[config.mk]
export PLATFORM = sky130hd
export DESIGN_NAME = tri_packer
export DESIGN_NICKNAME = d
export VERILOG_FILES = /design/src/rtl/tri_packer.sv
export SDC_FILE = /design/constraint.sdc
export NUM_CORES = 1
export LEC_CHECK = 0
export ABC_CLOCK_PERIOD_IN_PS = 14000
export CAP_MARGIN = 20
export CORE_MARGIN = 10
export CORE_UTILIZATION = 40
export CTS_BUF_LIST = sky130_fd_sc_hd__clkbuf_4 sky130_fd_sc_hd__clkbuf_8
export DETAILED_ROUTE_END_ITERATION = 8
export PLACE_DENSITY_LB_ADDON = 0.08
export SLEW_MARGIN = 10
export SYNTH_ARGS = -nofsm -noshare
export SYNTH_HDL_FRONTEND = slang
export SYNTH_SLANG_ARGS = --single-unit
export TNS_END_PERCENT = 1
[constraint.sdc]
create_clock -name clk -period 14 [get_ports clk]
set_input_delay 2.8 -clock clk [delete_from_list [all_inputs] [get_ports clk]]
set_output_delay 2.8 -clock clk [all_outputs]
set_load 0.01 [all_outputs]
[src/rtl/tri_packer.sv]
// rtl/tri_packer.sv - groups serial vertices into triangles, culls zero-area ones, queues packed words
module tri_packer #(
  parameter int XWIDTH     = 9,
  parameter int YWIDTH     = 8,
  parameter int ZWIDTH     = 16,
  parameter int IDWIDTH    = 16,
  parameter int FIFO_DEPTH = 4,
  parameter int CULL_DEGEN = 1
) (
  input  logic              clk,
  input  logic              rst,
  input  logic              frame_start,
  input  logic              vtx_valid,
  output logic              vtx_ready,
  input  logic [XWIDTH-1:0] vtx_x,
  input  logic [YWIDTH-1:0] vtx_y,
  input  logic [ZWIDTH-1:0] vtx_z,
  output logic              valid,
  output logic [127:0]      bus,
  input  logic              stall,
  output logic [15:0]       cull_count
);

  localparam int AW = $clog2(FIFO_DEPTH);

  typedef enum logic [1:0] {V0, V1, V2} state_t;

  state_t              r_state;
  logic                r_run;
  logic [XWIDTH-1:0]   r_x1, r_x2;
  logic [YWIDTH-1:0]   r_y1, r_y2;
  logic [ZWIDTH-1:0]   r_z1, r_z2;
  logic [IDWIDTH-1:0]  r_tid;
  logic [15:0]         r_cull;
  logic [127:0]        r_mem [FIFO_DEPTH];
  logic [AW:0]         r_wr, r_rd;

  logic                w_empty, w_full, w_acc, w_done, w_cull, w_push, w_pop;
  logic signed [19:0]  w_x1, w_x2, w_x3, w_y1, w_y2, w_y3;
  logic signed [19:0]  w_dx21, w_dy31, w_dx31, w_dy21, w_area;
  logic [127:0]        w_word;

  assign w_empty = (r_wr == r_rd);
  assign w_full  = (r_wr[AW] != r_rd[AW]) && (r_wr[AW-1:0] == r_rd[AW-1:0]);

  // Only the V2 accept can push, so readiness depends on state and occupancy alone.
  assign vtx_ready = (r_state != V2) || !w_full;

  // r_run gates acceptance until the cycle after reset release.
  assign w_acc  = r_run && vtx_valid && vtx_ready && !frame_start;
  assign w_done = w_acc && (r_state == V2);

  assign w_x1 = 20'(r_x1);
  assign w_x2 = 20'(r_x2);
  assign w_x3 = 20'(vtx_x);
  assign w_y1 = 20'(r_y1);
  assign w_y2 = 20'(r_y2);
  assign w_y3 = 20'(vtx_y);

  assign w_dx21 = w_x2 - w_x1;
  assign w_dy31 = w_y3 - w_y1;
  assign w_dx31 = w_x3 - w_x1;
  assign w_dy21 = w_y2 - w_y1;
  assign w_area = (w_dx21 * w_dy31) - (w_dx31 * w_dy21);

  assign w_cull = (CULL_DEGEN != 0) && (w_area == 20'sd0);
  assign w_push = w_done && !w_cull;
  assign w_pop  = !w_empty && !stall;

  assign w_word = {r_tid, r_z1, 8'h00, r_y1, r_y2, vtx_y,
                   5'h00, r_x1, r_x2, vtx_x, r_z2, vtx_z};

  assign valid      = !w_empty;
  assign bus        = w_empty ? 128'h0 : r_mem[r_rd[AW-1:0]];
  assign cull_count = r_cull;

  always_ff @(posedge clk or posedge rst) begin
    if (rst) begin
      r_run   <= 1'b0;
      r_state <= V0;
      r_x1    <= '0;
      r_x2    <= '0;
      r_y1    <= '0;
      r_y2    <= '0;
      r_z1    <= '0;
      r_z2    <= '0;
      r_tid   <= '0;
      r_cull  <= '0;
      r_wr    <= '0;
      r_rd    <= '0;
    end else begin
      r_run <= 1'b1;
      if (frame_start) begin
        r_state <= V0;
        r_tid   <= '0;
      end else if (w_acc) begin
        case (r_state)
          V0: begin
            r_x1    <= vtx_x;
            r_y1    <= vtx_y;
            r_z1    <= vtx_z;
            r_state <= V1;
          end
          V1: begin
            r_x2    <= vtx_x;
            r_y2    <= vtx_y;
            r_z2    <= vtx_z;
            r_state <= V2;
          end
          default: begin
            r_state <= V0;
            if (w_push) r_tid <= r_tid + 1'b1;
          end
        endcase
      end
      if (w_done && w_cull && (r_cull != 16'hFFFF)) r_cull <= r_cull + 16'd1;
      if (w_push) r_wr <= r_wr + 1'b1;
      if (w_pop)  r_rd <= r_rd + 1'b1;
    end
  end

  always_ff @(posedge clk) begin
    if (w_push) r_mem[r_wr[AW-1:0]] <= w_word;
  end

endmodule

After elaboration in Yosys (flattened, before gate mapping)
Memory sizes are Yosys's and may differ from the RTL's.
Cells that the tools add are included.
Word-level totals
  register bits: 107
  bits in writable memories: 460
  output and inout port bits: 146
  memories kept: 1
Memories
  r_mem: words 4, bits a word 115, rd ports 1, clocked after Yosys merged registers in 0, wr ports 1, RTL line 35  | logic [127:0] r_mem [FIFO_DEPTH];
Operators by class
  add/sub/neg operators: 9
  $mul: 2
  eq/ne operators: 8
  muxes and demuxes: 10
  bitwise logic cells: 1
  reduce and logical (&&, ||, !) cells: 23
Operator list (number)
  two-way mux 128 bit: 1
  two-way mux 16 bit: 4
  multiplier 10 x 9 -> 19 bit: 2
  adder 16 x 1 -> 16 bit (second input constant): 2
  logical NOT 20 bit: 1
  subtractor 19 x 19 -> 20 bit: 1
  subtractor 9 x 9 -> 10 bit: 2
  subtractor 8 x 8 -> 9 bit: 2
  != test 16 bit (second input constant): 1
  logical AND 1 bit: 9
  AND reduction 3 bit: 3
  adder 3 x 1 -> 3 bit (second input constant): 2
  logical NOT 1 bit: 5
  two-way mux 2 bit: 2
  one-hot mux 2 bit (2 select lines): 1
  nonzero test 2 bit: 2
  equality test 3 bit: 1
  equality test 2 x 1 -> 1 bit (second input constant): 1
  equality test 2 bit: 1
  equality test 2 bit (second input constant): 1
  logical NOT 2 bit: 1
  two-way mux 1 bit: 2
  != test 2 x 1 -> 1 bit (second input constant): 1
  != test 2 bit (second input constant): 1
  other kinds (4): 4

Logic depth before layout (Yosys ltp)
Gate-level depths: netlist of run 1.
  depth in word-level cells: 12
  mapped depth: 36
  depth with buffers taken out: 33

Worst setup path before layout of run 1
No wires, ideal clock.
  path type: input to register
  start: input vtx_x[1]
  end: memory r_mem[3][0] (netlist name), enable pin
  arrival: 12.580 ns
  required time: 13.510 ns
  setup slack: 0.931 ns
  stages on the path: 29
  cells stage by stage: ha_1 > nor2b_1 > o21ai_0 > nand2b_1 > a21o_1 > a21o_1 > a21o_1 > a21o_1 > a31o_2 > clkbuf_1 > or2_2 > fa_1 > inv_1 > fa_1 > fa_1 > fa_1 > fa_1 > inv_1 > fa_1 > ha_1 > ha_1 > a21oi_1 > o21ai_0 > and2_1 > a31oi_1 > a31oi_1 > and4_1 > o2111ai_1 > and3_1
Between the ends
  longest elaborated chain between the ends: 8
Ends and longest elaborated chain
  start: declaration: RTL line 15  | input logic [XWIDTH-1:0] vtx_x,
  subtractor 9 x 9 -> 10 bit: RTL line 62  | assign w_dx31 = w_x3 - w_x1;
  multiplier 10 x 9 -> 19 bit: RTL line 64  | assign w_area = (w_dx21 * w_dy31) - (w_dx31 * w_dy21);
  subtractor 19 x 19 -> 20 bit: RTL line 64
  logical NOT 20 bit: RTL line 66  | assign w_cull = (CULL_DEGEN != 0) && (w_area == 20'sd0);
  logical NOT 1 bit: RTL line 67  | assign w_push = w_done && !w_cull;
  logical AND 1 bit: RTL line 67
  two-way mux 1 bit: RTL line 123  | if (w_push) r_mem[r_wr[AW-1:0]] <= w_word;
  two-way mux 1 bit (not written as such): RTL line 123
  end: declaration: RTL line 35
Every way passes these cells.

Worst setup path in the final report of run 1
  start: input vtx_x[1]
  end: memory r_mem[3][6] (netlist name), enable pin
The elaborated chain is that of the path after synthesis.

==> results of run 1 <==
-- cells in the final DEF (no fill, tap or decap), drive strengths merged, types with 3 or more instances in the layout --
cell           count
mux4             115
nand3             19
clkdlybuf4s50    170
edfxtp           460
and3              19
xor2              27
nand4             13
nand2             68
mux2i              4
o21a               3
a21o              34
fa               200
dfrtp            107
o2111ai            3
and2               8
nor3               6
o21ai             28
nor2b            135
inv              210
or3                8
or2               18
a31oi              7
xnor2             45
ha               123
o31ai              5
clkinv            28
or4                6
o211ai             4
mux2              65
nand2b            30
nor2             126
clkbuf           136
a21oi             27
conb              14
a31o               3
buf               37
-- synthesized netlist by cell type (3+ instances only) --
cell type and count:
buf_6 6, a31o_2 3, o31ai_1 5, nand2_1 68, nor2b_1 135, nor3_1 6
o211ai_1 4, nor2_1 126, o21ai_1 3, or2_2 18, o2111ai_1 3, dfrtp_1 107
a31oi_1 6, xnor2_1 45, o21a_1 3, or3_1 8, o21ai_0 24, buf_1 12
nand3_1 19, mux4_2 115, clkbuf_1 52, and3_1 19, and2_1 8, edfxtp_1 460
a21oi_1 24, a21o_1 34, inv_1 208, nand2b_1 30, or4_1 6, ha_1 123
fa_1 200, mux2i_1 4, nand4_1 13, a21oi_2 3, xor2_1 27, buf_4 13
mux2_2 62
-- layout make-up --
cell class | count | area (µm²) | area share, %
Sequential cell | 567 | 16500 | 46.6
Tap cell | 978 | 1220 | 3.46
Inverter | 208 | 783 | 2.21
Clock buffer | 136 | 1680 | 4.74
Antenna cell | 2 | 5.00 | 0.0141
Clock inverter | 33 | 209 | 0.590
Multi-Input combinational cell | 1186 | 12900 | 36.5
Timing Repair Buffer | 207 | 2090 | 5.91
-- state kept, by name, summed over array words and instances (netlist names) --
signal      cells
r_mem         460
cull_count     16
r_tid          16
r_z1           16
r_z2           16
r_x1            9
r_x2            9
r_y1            8
r_y2            8
r_rd            3
r_wr            3
r_state         2
r_run           1
-- logic make-up after synthesis --
| group | after synthesis | share of synthesized area [%] |
|---|---|---|
| other | 2 | 0.0246 |
| multiplexers | 184 | 11.0 |
| flip-flops | 567 | 54.0 |
| adder cells (fa/ha/maj) | 323 | 18.2 |
| XOR/XNOR | 72 | 2.07 |
| buffers and inverters | 293 | 3.92 |
| AO/OA/AOI/OAI | 130 | 2.89 |
| AND/OR/NAND/NOR | 463 | 7.88 |
-- metrics by stage --
step / hold WS, ns / cells / setup slack [ns]
global route: 0.511 / 3316 / 1.21
CTS: 0.495 / 3311 / 1.81
detailed placement: 0.484 / 3142 / 1.17
global placement: 0.474 / 3139 / 1.29
finish: 0.495 / 3317 / 1.87
floorplan: 0.460 / 2046 / 0.931
-- final timing paths --
kind | startpoint | endpoint | slack, ns | cells past startpoint
worst max register to register | r_x2[0] | r_mem[3][6] | 3.92 | 28
worst min register to register | cull_count[7] | cull_count[7] | 0.50 | 1
worst min-delay path | cull_count[7] | cull_count[7] | 0.50 | 1
min in group asynchronous | rst | r_tid[2] | 2.64 | 2
worst max-delay path | vtx_x[1] | r_mem[3][6] | 1.87 | 29
max in group asynchronous | rst | r_rd[0] | 9.88 | 3
-- metal layers --
metal	global-route usage, %	up-vias	wire, µm
met4	4.61	8	1210
met2	30.1	306	37800
met1	21.2	8920	30700
met5	0	-	56
met3	2.81	77	3030
li1	-	7636	-
-- worst reg2reg max path: cells and delay by family, from the launching register on --
kind                     cells  cell delay [ns]
XOR/XNOR                     1             0.86
adder cells (fa/ha/maj)     10             4.62
AND/OR/NAND/NOR              6             1.62
AO/OA/AOI/OAI                8             1.45
buffers and inverters        3             0.73
flip-flops                   1             0.45
==> impl_metrics.json, run 1 <==
{
  "outcome": "finished, final reports clean",
  "grt_pass1_vias": 18686,
  "rsz0062_at_grt": "no",
  "cts_tree": "done",
  "critPathLaunchType": "input port",
  "cp_max_fo": 42,
  "skew_ns": 0.0444,
  "synthArstFlopShare_pct": 18.9,
  "ys_ff_latch": 567,
  "critPathMaxStageDelay_ns": 0.71,
  "place_area_um2": 33500,
  "initial_core_util_pct": 40.3,
  "crit_buf_inv": 3,
  "min_period_ns": 12.13,
  "dp_hpwl_um": 51500,
  "vias_per_cell": 5.11,
  "worstSetupPathType": "input port to flip-flop",
  "synth_top_area_share_pct": 45.3,
  "die_h_um": 296,
  "drive_gt1_share_pct": 17.2,
  "synth_top_area_cell": "edfxtp_1",
  "cp_slowest_cell": "and3_4",
  "htree_levels": 3,
  "maxSlewHeadroom_pct": 26.3,
  "setup-violations-final": 0,
  "clkLatencyLatePin_ns": 0.68,
  "synth_top_flop_cell": "edfxtp_1",
  "hold_viol_final": 0,
  "slew_violations": 0,
  "cp_common_cell": "fa_1",
  "grt-ovfl-total": 0,
  "synth_cells": 2034,
  "cts_resized": 0,
  "drc": 0,
  "antenna_left": 0,
  "fmax_mhz": 82.5,
  "maxCapViolations": 0,
  "syn_area_um2": 30500,
  "via_count": 16947,
  "cts_setup_buffers": 0,
  "fill_cells": 6685,
  "core_area_um2": 75800,
  "clk_pin_slew_worst_paths_ns": 0.06,
  "synth.avg_cell_area_um2": 15.0,
  "die_area_um2": 87700,
  "setup_tns_ns": 0,
  "root_buffer": "clkbuf_8",
  "grt_usage_pct": 17.0,
  "io_buffers": 170,
  "place_congestion": 0.841,
  "synth_area_leaders": "edfxtp_1, fa_1, dfrtp_1",
  "clock-sinks": 567,
  "post-route-util_pct": 46.7,
  "synth_cell_types": 59,
  "grt_max_degree": 92,
  "ctsLongestPathBuffers": 3,
  "die_w_um": 296,
  "design_area_um2": 35400,
  "ys_warn_count": 0,
  "antenna_found_initial": 5,
  "worstPathArrival_ns": 12.43,
  "cts_made_buffers": 91,
  "cp.required_ns": 14.30,
  "end_kind": "flip-flop",
  "synth_edf_count": 460,
  "wl_um": 72900,
  "layout.nets": 2622,
  "synthToLayoutAreaGrowth_pct": 16.0,
  "fp-row-count": 101,
  "period_share_pct": 86.6,
  "wl_per_cell_um": 22.0,
  "io_pins": 184,
  "drt-pass1-iter-count": 5,
  "worstMarginPinSlew_ns": 1.10,
  "path_delay_family": "adder cells",
  "drtIter0Drc": 905,
  "grt_pass1_wl_um": 113000,
  "min_path_type": "flip-flop to flip-flop",
  "ctsHoldBuffers": 0,
  "ys_seq_area_share_pct": 54.0
}
Power of run 1 is left out: the tool's default activity adds up to more than one toggle a clock period on the data nets, which glitch-free logic cannot reach.
==> run 2, diff against run 1 <==
--- a/config.mk
+++ b/config.mk
@@ -6,7 +6,7 @@
 export NUM_CORES = 1
 export LEC_CHECK = 0
 export ABC_CLOCK_PERIOD_IN_PS = 14000
-export CAP_MARGIN = 20
+export CAP_MARGIN = 30
 export CORE_MARGIN = 10
 export CORE_UTILIZATION = 40
 export CTS_BUF_LIST = sky130_fd_sc_hd__clkbuf_4 sky130_fd_sc_hd__clkbuf_8
==> impl_metrics.json, run 2 (synthesis results as in run 1) <==
{
  "grt_usage_pct": 17.0,
  "maxSlewHeadroom_pct": 40.9,
  "critPathLaunchType": "input port",
  "setup-violations-final": 0,
  "layout.nets": 2627,
  "cts_resized": 0,
  "synthToLayoutAreaGrowth_pct": 16.5,
  "drc": 0,
  "worst_slack_ns": 1.83,
  "setup_tns_ns": 0,
  "initial_core_util_pct": 40.3,
  "outcome": "finished, final reports clean",
  "wl_per_cell_um": 22.0,
  "drtIter0Drc": 1069,
  "io_pins": 184,
  "slew_violations": 0,
  "cp.required_ns": 14.28,
  "cts_tree": "done",
  "place_congestion": 0.841,
  "rsz0062_at_grt": "no",
  "hold_start": "r_wr[2]",
  "cts_setup_buffers": 0,
  "cts_made_buffers": 91,
  "vias_per_cell": 5.09,
  "ctsHoldBuffers": 0,
  "min_path_type": "flip-flop to flip-flop",
  "cp_max_fo": 42,
  "die_area_um2": 87700,
  "clkLatencyLatePin_ns": 0.67,
  "clock-sinks": 567,
  "htree_levels": 3,
  "crit_path_start": "vtx_y[1]",
  "pre_cts_ws_ns": 1.16,
  "grt-ovfl-total": 0,
  "period_share_pct": 86.9,
  "drt-pass1-iter-count": 5,
  "wl_um": 73100,
  "fp-row-count": 101,
  "worstSetupPathType": "input port to flip-flop",
  "worstMarginPinSlew_ns": 0.879,
  "fmax_mhz": 82.2,
  "antenna_found_initial": 5,
  "hold_viol_final": 0,
  "largest_reg_flops": 460,
  "io_buffers": 170,
  "r2r-start": "r_y1[1]",
  "worstPathArrival_ns": 12.45,
  "grt_pass1_wl_um": 113000,
  "holdWs_ns": 0.492,
  "dp_hpwl_um": 51800,
  "min_period_ns": 12.17,
  "final_cell_mix": "edfxtp_1, inv_1, fa_1",
  "cp_slowest_cell": "and3_4",
  "die_w_um": 296,
  "final_common_cell": "edfxtp_1",
  "maxCapViolations": 0,
  "drive_gt1_share_pct": 17.7,
  "antenna_left": 0,
  "root_buffer": "clkbuf_8",
  "clk_pin_slew_worst_paths_ns": 0.06,
  "cp_common_cell": "fa_1",
  "critPathMaxStageDelay_ns": 0.74,
  "skew_ns": 0.0509,
  "end_kind": "flip-flop",
  "via_count": 16913,
  "die_h_um": 296,
  "core_area_um2": 75800,
  "ctsLongestPathBuffers": 3,
  "grt_max_degree": 92,
  "grt_pass1_vias": 18843
}
==> run 2: changes by cell type in the layout (fill, tap and decap cells not counted), moves of 2 or more <==
cell / before / now
bufinv_16: 2 / 4
buf_16: 0 / 2
buf_4: 28 / 30
clkinv_1: 19 / 10
clkbuf_8: 105 / 102
clkbuf_4: 31 / 39
==> run 2: path summary, 6_finish.rpt <==
kind	endpoint	slack, ns	depth (start not counted)
max in group asynchronous	r_y2[6]	10.20	4
min	r_wr[2]	0.49	1
max	r_mem[3][11]	1.83	29
max reg2reg	r_mem[3][11]	3.95	29
min reg2reg	r_wr[2]	0.49	1
min in group asynchronous	r_tid[15]	2.68	2
==> run 2: through the flow <==
| stage | cell area (µm²) | std cells | utilization, % |
|---|---|---|---|
| finish | 35600 | 3322 | 46.9 |
| detailed placement | 33500 | 3148 | 44.2 |
| floorplan | 30600 | 2046 | - |
| global placement | 33400 | 3139 | 44.1 |
| CTS | 35500 | 3316 | 46.8 |
| global route | 35500 | 3320 | 46.9 |
==> run 2: routing by layer <==
layer	track usage [%]	part of all wire [%]	vias up
met5	0	0.074	-
met4	4.10	1.6	8
met3	3.05	4.2	93
met2	30.3	52	289
met1	21.1	42	8869
li1	-	-	7654
==> run 2: critical path: cells and delay by family <==
kind | cells | cell delay, ns
xor+xnor | 1 | 0.69
compound gates | 10 | 1.99
fa+ha+maj | 9 | 4.04
buf+inv | 3 | 1.18
simple gates | 6 | 1.67
==> run 2: final cells by class <==
| type | count | area [µm²] |
|---|---|---|
| antenna | 3 | 7.51 |
| clock buffer | 141 | 1700 |
| clock inverter | 27 | 244 |
| fill | 6747 | 40300 |
| inverter | 208 | 783 |
| multi-input combinational | 1186 | 12900 |
| sequential | 567 | 16500 |
| tap | 978 | 1220 |
| timing repair buffer | 212 | 2180 |
Power of run 2 is left out for the same reason.
